<file path="src/rtl/mac_acc_pkg.sv">
// Shared definitions for the product accumulator: state encoding, width
// defaults and block sizing.
package mac_acc_pkg;

   typedef enum logic [1:0] {
      IDLE,
      ACCUM,
      HOLD
   } state_t;

   localparam int PROD_W_DEF = 64;
   localparam int ACC_W_DEF  = 72;
   localparam int BLOCK_MAX  = 64;

   // A block_len of zero encodes a full block of BLOCK_MAX products.
   function automatic logic [6:0] target_of(input logic [5:0] len);
      return (len == 6'd0) ? 7'(BLOCK_MAX) : {1'b0, len};
   endfunction

endpackage

</file>
<file path="src/rtl/product_accumulator.sv">
// Sums a block of unsigned products from an upstream multiplier and presents
// the final sum with a valid/ready handshake.
module product_accumulator
   import mac_acc_pkg::*;
#(
   parameter int PROD_W = PROD_W_DEF,
   parameter int ACC_W  = ACC_W_DEF
) (
   input  logic              clk,
   input  logic              rst,
   input  logic              start,
   input  logic [5:0]        block_len,
   input  logic              abort,
   input  logic              prod_valid,
   input  logic [PROD_W-1:0] product,
   output logic              prod_ready,
   output logic [ACC_W-1:0]  sum,
   output logic              sum_valid,
   input  logic              sum_ready,
   output logic              busy,
   output logic [6:0]        count
);

   state_t           state, state_nxt;
   logic [ACC_W-1:0] acc;
   logic [6:0]       cnt;
   logic [6:0]       target;
   logic             xfer;

   always_ff @(posedge clk or negedge rst) begin
      if (!rst) begin
         state <= IDLE;
      end else begin
         state <= state_nxt;
      end
   end

   always_comb begin
      state_nxt  = state;
      prod_ready = 1'b0;
      case (state)
         IDLE: begin
            if (start) state_nxt = ACCUM;
         end
         ACCUM: begin
            prod_ready = !abort;
            if (abort) begin
               state_nxt = IDLE;
            end else if (prod_valid && (cnt + 7'd1 == target)) begin
               state_nxt = HOLD;
            end
         end
         HOLD: begin
            if (sum_ready) state_nxt = IDLE;
         end
         default: state_nxt = IDLE;
      endcase
   end

   assign xfer = prod_valid && prod_ready;

   always_ff @(posedge clk or negedge rst) begin
      if (!rst) begin
         acc    <= '0;
         cnt    <= '0;
         target <= 7'(BLOCK_MAX);
      end else begin
         case (state)
            IDLE: begin
               if (start) begin
                  acc    <= '0;
                  cnt    <= '0;
                  target <= target_of(block_len);
               end
            end
            ACCUM: begin
               if (abort) begin
                  acc <= '0;
                  cnt <= '0;
               end else if (xfer) begin
                  acc <= acc + ACC_W'(product);
                  cnt <= cnt + 7'd1;
               end
            end
            default: ;
         endcase
      end
   end

   assign sum       = acc;
   assign count     = cnt;
   assign sum_valid = (state == HOLD);
   assign busy      = (state != IDLE);

endmodule

</file>
<file path="config.mk">
export PLATFORM = sky130hd
export DESIGN_NAME = product_accumulator
export DESIGN_NICKNAME = d
export VERILOG_FILES = /design/src/rtl/mac_acc_pkg.sv /design/src/rtl/product_accumulator.sv
export SDC_FILE = /design/constraint.sdc
export NUM_CORES = 1
export LEC_CHECK = 0
export ABC_AREA = 1
export BUFFER_PORTS_ARGS = -buffer_cell sky130_fd_sc_hd__buf_2
export CELL_PAD_IN_SITES_DETAIL_PLACEMENT = 0
export CELL_PAD_IN_SITES_GLOBAL_PLACEMENT = 2
export CORE_ASPECT_RATIO = 0.9
export CORE_MARGIN = 5
export CORE_UTILIZATION = 32
export CTS_CLUSTER_SIZE = 25
export DETAILED_ROUTE_END_ITERATION = 10
export GPL_ROUTABILITY_DRIVEN = 0
export MAX_ROUTING_LAYER = met4
export PLACE_DENSITY_LB_ADDON = 0.1
export SLEW_MARGIN = 10
export SYNTH_ARGS = -nofsm -noshare
export SYNTH_HDL_FRONTEND = slang
export SYNTH_SLANG_ARGS = --single-unit
</file>
<file path="constraint.sdc">
create_clock -name clk -period 5.1 [get_ports clk]
set_input_delay 0.51 -clock clk [delete_from_list [all_inputs] [get_ports clk]]
set_output_delay 0.51 -clock clk [all_outputs]
set_load 0.05 [all_outputs]
</file>
### After elaboration in Yosys (flattened, before gate mapping)

Cells that the tools add are included.

| cells by class | value |
|---|---|
| add/sub/neg operators | 2 |
| equality and inequality tests | 7 |
| reductions and logical operators | 10 |
| mux-type cells | 15 |

Operators with widths:

| operator | number |
|---|---|
| 72-bit 2-to-1 mux | 3 |
| 72-bit case mux with 2 select lines | 1 |
| 72-bit by 64-bit adder with 72-bit output | 1 |
| 7-bit 2-to-1 mux | 4 |
| 7-bit case mux with 2 select lines | 1 |
| 2-bit 2-to-1 mux | 4 |
| 7-bit by 1-bit adder with 7-bit output (second input constant) | 1 |
| 7-bit equality test | 1 |
| 6-bit logical NOT | 1 |
| 3-bit inequality test (second input constant) | 2 |
| 2-bit case mux with 3 select lines | 1 |
| 3-bit AND reduction | 2 |
| 2-bit nonzero test | 2 |
| 2-bit by 1-bit equality test with 1-bit output (second input constant) | 1 |
| 2-bit equality test (second input constant) | 1 |
| 1-bit logical AND | 2 |
| 2-bit logical NOT | 1 |
| 2-bit by 1-bit inequality test with 1-bit output (second input constant) | 1 |
| 2-bit inequality test (second input constant) | 1 |
| 2-bit AND reduction | 1 |
| 1-bit logical NOT | 1 |
| 1-bit 2-to-1 mux | 1 |

| word-level totals | value |
|---|---|
| register bits after elaboration | 88 |
| output and inout port bits | 82 |
| input port bits | 76 |

### Logic depth before layout (Yosys ltp)

| logic depth | value |
|---|---|
| depth after elaboration | 6 |
| depth in mapped cells | 17 |
| gate-level depth less buffers | 17 |

### Worst setup path before layout

Ideal clock, no wire load.

| timing | value |
|---|---|
| kind | reg2reg |
| start point | reg acc[0], in the netlist sum[0] |
| end point | reg acc[64], in the netlist sum[64] |
| period minus slack after synthesis | 2.309 ns |
| path buffers | 0 |
| data arrival time | 2.188 ns |
| library setup time | 0.121 ns |
| stages on the path, launching flop included | 15 |
| path slack | 2.791 ns |
| cell sequence | dfrtp_1 ha_1 fa_1 nand3_1 nand3_2 nand2_1 nand3_1 nand2_1 nand2_2 nand2_1 nand2_2 nand2_1 nand2_1 a21oi_1 nor2_1 |

| between the ends | value |
|---|---|
| cells in the longest elaborated chain, start to end | 4 |

Ends and longest elaborated chain:

| element | RTL line | RTL |
|---|---|---|
| from (decl) | product_accumulator.sv:25 | `logic [ACC_W-1:0] acc;` |
| from (signal assigned) | product_accumulator.sv:81 | `acc <= acc + ACC_W'(product);` |
| 72-bit by 64-bit adder with 72-bit output | product_accumulator.sv:81 |  |
| 72-bit 2-to-1 mux | product_accumulator.sv:80 | `end else if (xfer) begin` |
| 72-bit 2-to-1 mux | product_accumulator.sv:77 | `if (abort) begin` |
| 72-bit case mux with 2 select lines | product_accumulator.sv:68 | `case (state)` |

Every way passes these cells. The select of a mux whose other input is x is not followed.
A chain may end at the register's enable or synchronous reset.

### Worst setup path after layout

Same ends and word-level chain as after synthesis.

==> flow_metrics.tcl <==
set metrics [dict create \
    status "finished clean" \
    fillers 3131 \
    clk_latency_ps 370 \
    path_buf_inv 0 \
    cp.required_ps 5370 \
    row_count 57 \
    worst_slew_pin_slew_ps 882 \
    finalHoldViolCount 0 \
    worstSetupPathType "flip-flop to flip-flop" \
    max_freq_mhz 364 \
    wirelength_mm 34.9 \
    critPathTopFamily "simple AND/OR/NAND/NOR gates" \
    fin_nets 1806 \
    dr.pass1.iters 5 \
    post_cts_buffers 0 \
    power_density_nw_per_um2 461 \
    clk_path_buf_depth 2 \
    yosysWarnings 0 \
    start_util_pct 32.6 \
    numPortBuffers 157 \
    wire_per_inst_um 17.2 \
    internal-power_mw 2.01 \
    p_switching_mw 2.76 \
    die_w_um 185 \
    slowest_stage "fa_1" \
    cts.clk_slew.worst_paths_ps 80 \
    synthCells 1509 \
    antenna_found_initial 2 \
    finalWorstSetupSlack_ps 2350 \
    clock_sinks 88 \
    cts_hold_buf 0 \
    io_pins 158 \
    netSwitchingFraction_pct 57.9 \
    cts_tree "yes" \
    r2r_start "sum[0]" \
    skew_ps 13.7 \
    grt_pass1_vias 9542 \
    seq_power_share_pct 22.3 \
    worstPathMaxFanout 4 \
    place_hpwl_mm 28.8 \
    drive_above_1_share_pct 13.4 \
    h-tree-depth 3 \
    hold_path_class "input port to async pin" \
    path_cells "ha_1 -> fa_1 -> nand3_1 -> nand3_2 -> nand2_1 -> nand3_1 -> nand2_1 -> nand2_2 -> nand2_1 -> nand2_2 -> nand2_1 -> nand2_1 -> a21oi_1 -> nor2_1" \
    grt_pass1_wl_mm 54.1 \
    startpoint "sum[0]" \
    cap_violations 0 \
    finalMaxSlewViolations 0 \
    coreArea_um2 27200 \
    drt.antenna.violating_nets 0 \
    drt_iter0_drc 613 \
    grt_overflow 0 \
    ys_types 39 \
    cts_resized 0 \
    final.min_clock_period_ps 2750 \
    post-route-drc-count 0 \
    critical_path.most_common_cell "nand2_1" \
    p_clk_share_pct 14.8 \
    route.vias.total 9790 \
    finalSetupViolations 0 \
    leakagePower_nw 5.83 \
    die_y_um 168 \
    cts-buffers-inserted 9 \
    avgSynthCellArea_um2 5.88 \
    slew_headroom_pct 41.2 \
    crit_path_end_kind "flip-flop" \
    final.setup.tns_ps 0 \
    vias_per_cell 4.83 \
    combPwrFrac_pct 62.9 \
    slowest_delay_ps 480 \
    rsz0062_at_grt "false" \
    period_share_pct 53.9 \
    yosysSeqAreaShare_pct 24.8 \
    peakVddDrop_mv 0.260 \
    startpoint_type "flip-flop" \
    syn_nets 1651 \
    fin_util_pct 38.0 \
    area_growth_pct 16.5 \
    synth-seq-cells 88 \
    grt_usage_pct 23.0 \
    worstPathArrival_ps 3010 \
    grt_max_degree 68 \
    die-area_um2 31100 \
    dpl_worst_slack_ps 2160 \
    synth_area_um2 8870 \
    cts_root_buf "clkbuf_16" \
]
layer usage:
| metal | track usage (%) | up-vias | share of wire, % |
|---|---|---|---|
| li1 | - | 5073 | - |
| met1 | 32.7 | 4440 | 50 |
| met2 | 35.1 | 255 | 44 |
| met3 | 3.28 | 22 | 5.3 |
| met4 | 4.34 | 0 | 1.4 |
| met5 | - | - | 0 |
area by class of cell:
| class | instances | area [µm²] | area share (%) |
|---|---|---|---|
| tap | 354 | 443 | 4.29 |
| inverter | 229 | 861 | 8.33 |
| clock buffer | 9 | 225 | 2.18 |
| clock inverter | 7 | 58.8 | 0.569 |
| sequential | 88 | 2200 | 21.3 |
| multi-input combinational | 1175 | 5720 | 55.3 |
| timing repair buffer | 161 | 818 | 7.92 |
| antenna | 2 | 5.00 | 0.0484 |
synth_stat cells (all sizes together):
cell type / count / area (µm²)
a21boi: 1 / 7.51
mux2: 4 / 45.0
nand3b: 11 / 82.6
nor4: 1 / 6.26
dfrtp: 87 / 2180
nand4: 6 / 37.5
a31oi: 1 / 6.26
nand2b: 1 / 6.26
a22oi: 1 / 7.51
xor2: 4 / 35.0
buf: 9 / 55.1
fa: 1 / 20.0
clkinv: 1 / 3.75
nand3: 65 / 355
o21bai: 11 / 82.6
nor3: 16 / 85.1
nor2: 190 / 753
dfstp: 1 / 26.3
a22o: 2 / 17.5
clkbuf: 8 / 30.0
xnor2: 7 / 61.3
a21oi: 121 / 606
inv: 228 / 856
ha: 65 / 813
o22ai: 4 / 25.0
o21a: 1 / 7.51
or2: 1 / 6.26
nand2: 564 / 2170
o21ai: 97 / 485
logic make-up (layout without fill, tap and decap cells):
| group | count (synthesis) | in the layout | synth area share, % |
|---|---|---|---|
| AO/OA/AOI/OAI | 239 | 239 | 14.0 |
| flip-flops | 88 | 88 | 24.8 |
| adder cells (fa/ha/maj) | 66 | 66 | 9.40 |
| other | 0 | 2 | 0 |
| buffers and inverters | 246 | 406 | 10.7 |
| multiplexers | 4 | 4 | 0.508 |
| AND/OR/NAND/NOR | 855 | 855 | 39.5 |
| XOR/XNOR | 11 | 11 | 1.09 |
sequential cells by signal, summed over array words and instances (netlist names):
register,count
sum,72
target,7
state,2
count,7
power by group through the flow:
stage               registers (mW)  logic, mW  clock network (mW)
global placement              1.07       3.01                   0
global route                  1.09       3.31               0.758
CTS                           1.07       3.01               0.736
floorplan                     1.57       1.59                   0
detailed placement            1.08       3.00                   0
finish                        1.06       3.00               0.704
metrics by stage:
| step | hold WS, ps | power [mW] | instance area [µm²] | cells |
|---|---|---|---|---|
| after global placement | 485 | 4.09 | 10000 | 2007 |
| after global routing | 172 | 5.16 | 10300 | 2025 |
| after CTS | 158 | 4.81 | 10300 | 2023 |
| after detailed placement | 491 | 4.08 | 10000 | 2007 |
| after floorplan | 214 | 3.16 | 8870 | 1509 |
| final | 139 | 4.77 | 10300 | 2025 |
placed cells by master (no fill, tap or decap), types with 2 or more instances in the layout:
master	instances
o22ai_1	4
o21ai_1	25
buf_2	156
nor2_1	180
xor2_1	4
diode_2	2
nand2_1	546
nor2_2	7
nand3b_1	11
nor2_4	3
mux2_2	4
xnor2_1	7
o21ai_0	72
buf_4	5
nand3_2	6
inv_6	3
nand3_1	59
inv_2	5
clkinv_2	2
o21bai_1	11
ha_1	65
a21oi_1	121
a22o_1	2
nand4_1	6
inv_1	222
clkbuf_16	9
nand2_2	17
dfrtp_1	87
nor3_1	15
worst register-to-register path: cells and delay by family, from the launching register on:
family                     cells  cell delay (ps)
DFF                            1              410
adders and majority gates      2              730
and+or+nand+nor               11             1340
AOI/OAI and AO/OA              1              170
path summary, 6_finish.rpt:
kind                                  end  slack (ps)  cells after the start
worst max-delay path              sum[64]        2350                     14
worst min-delay path              sum[12]         140                      1
worst max register to register    sum[64]        2350                     14
worst min register to register  target[6]         500                      2
max in group asynchronous         sum[60]        3830                      2
min in group clk                target[1]         390                      2
No activity file was read; power rests on OpenSTA's default activity.
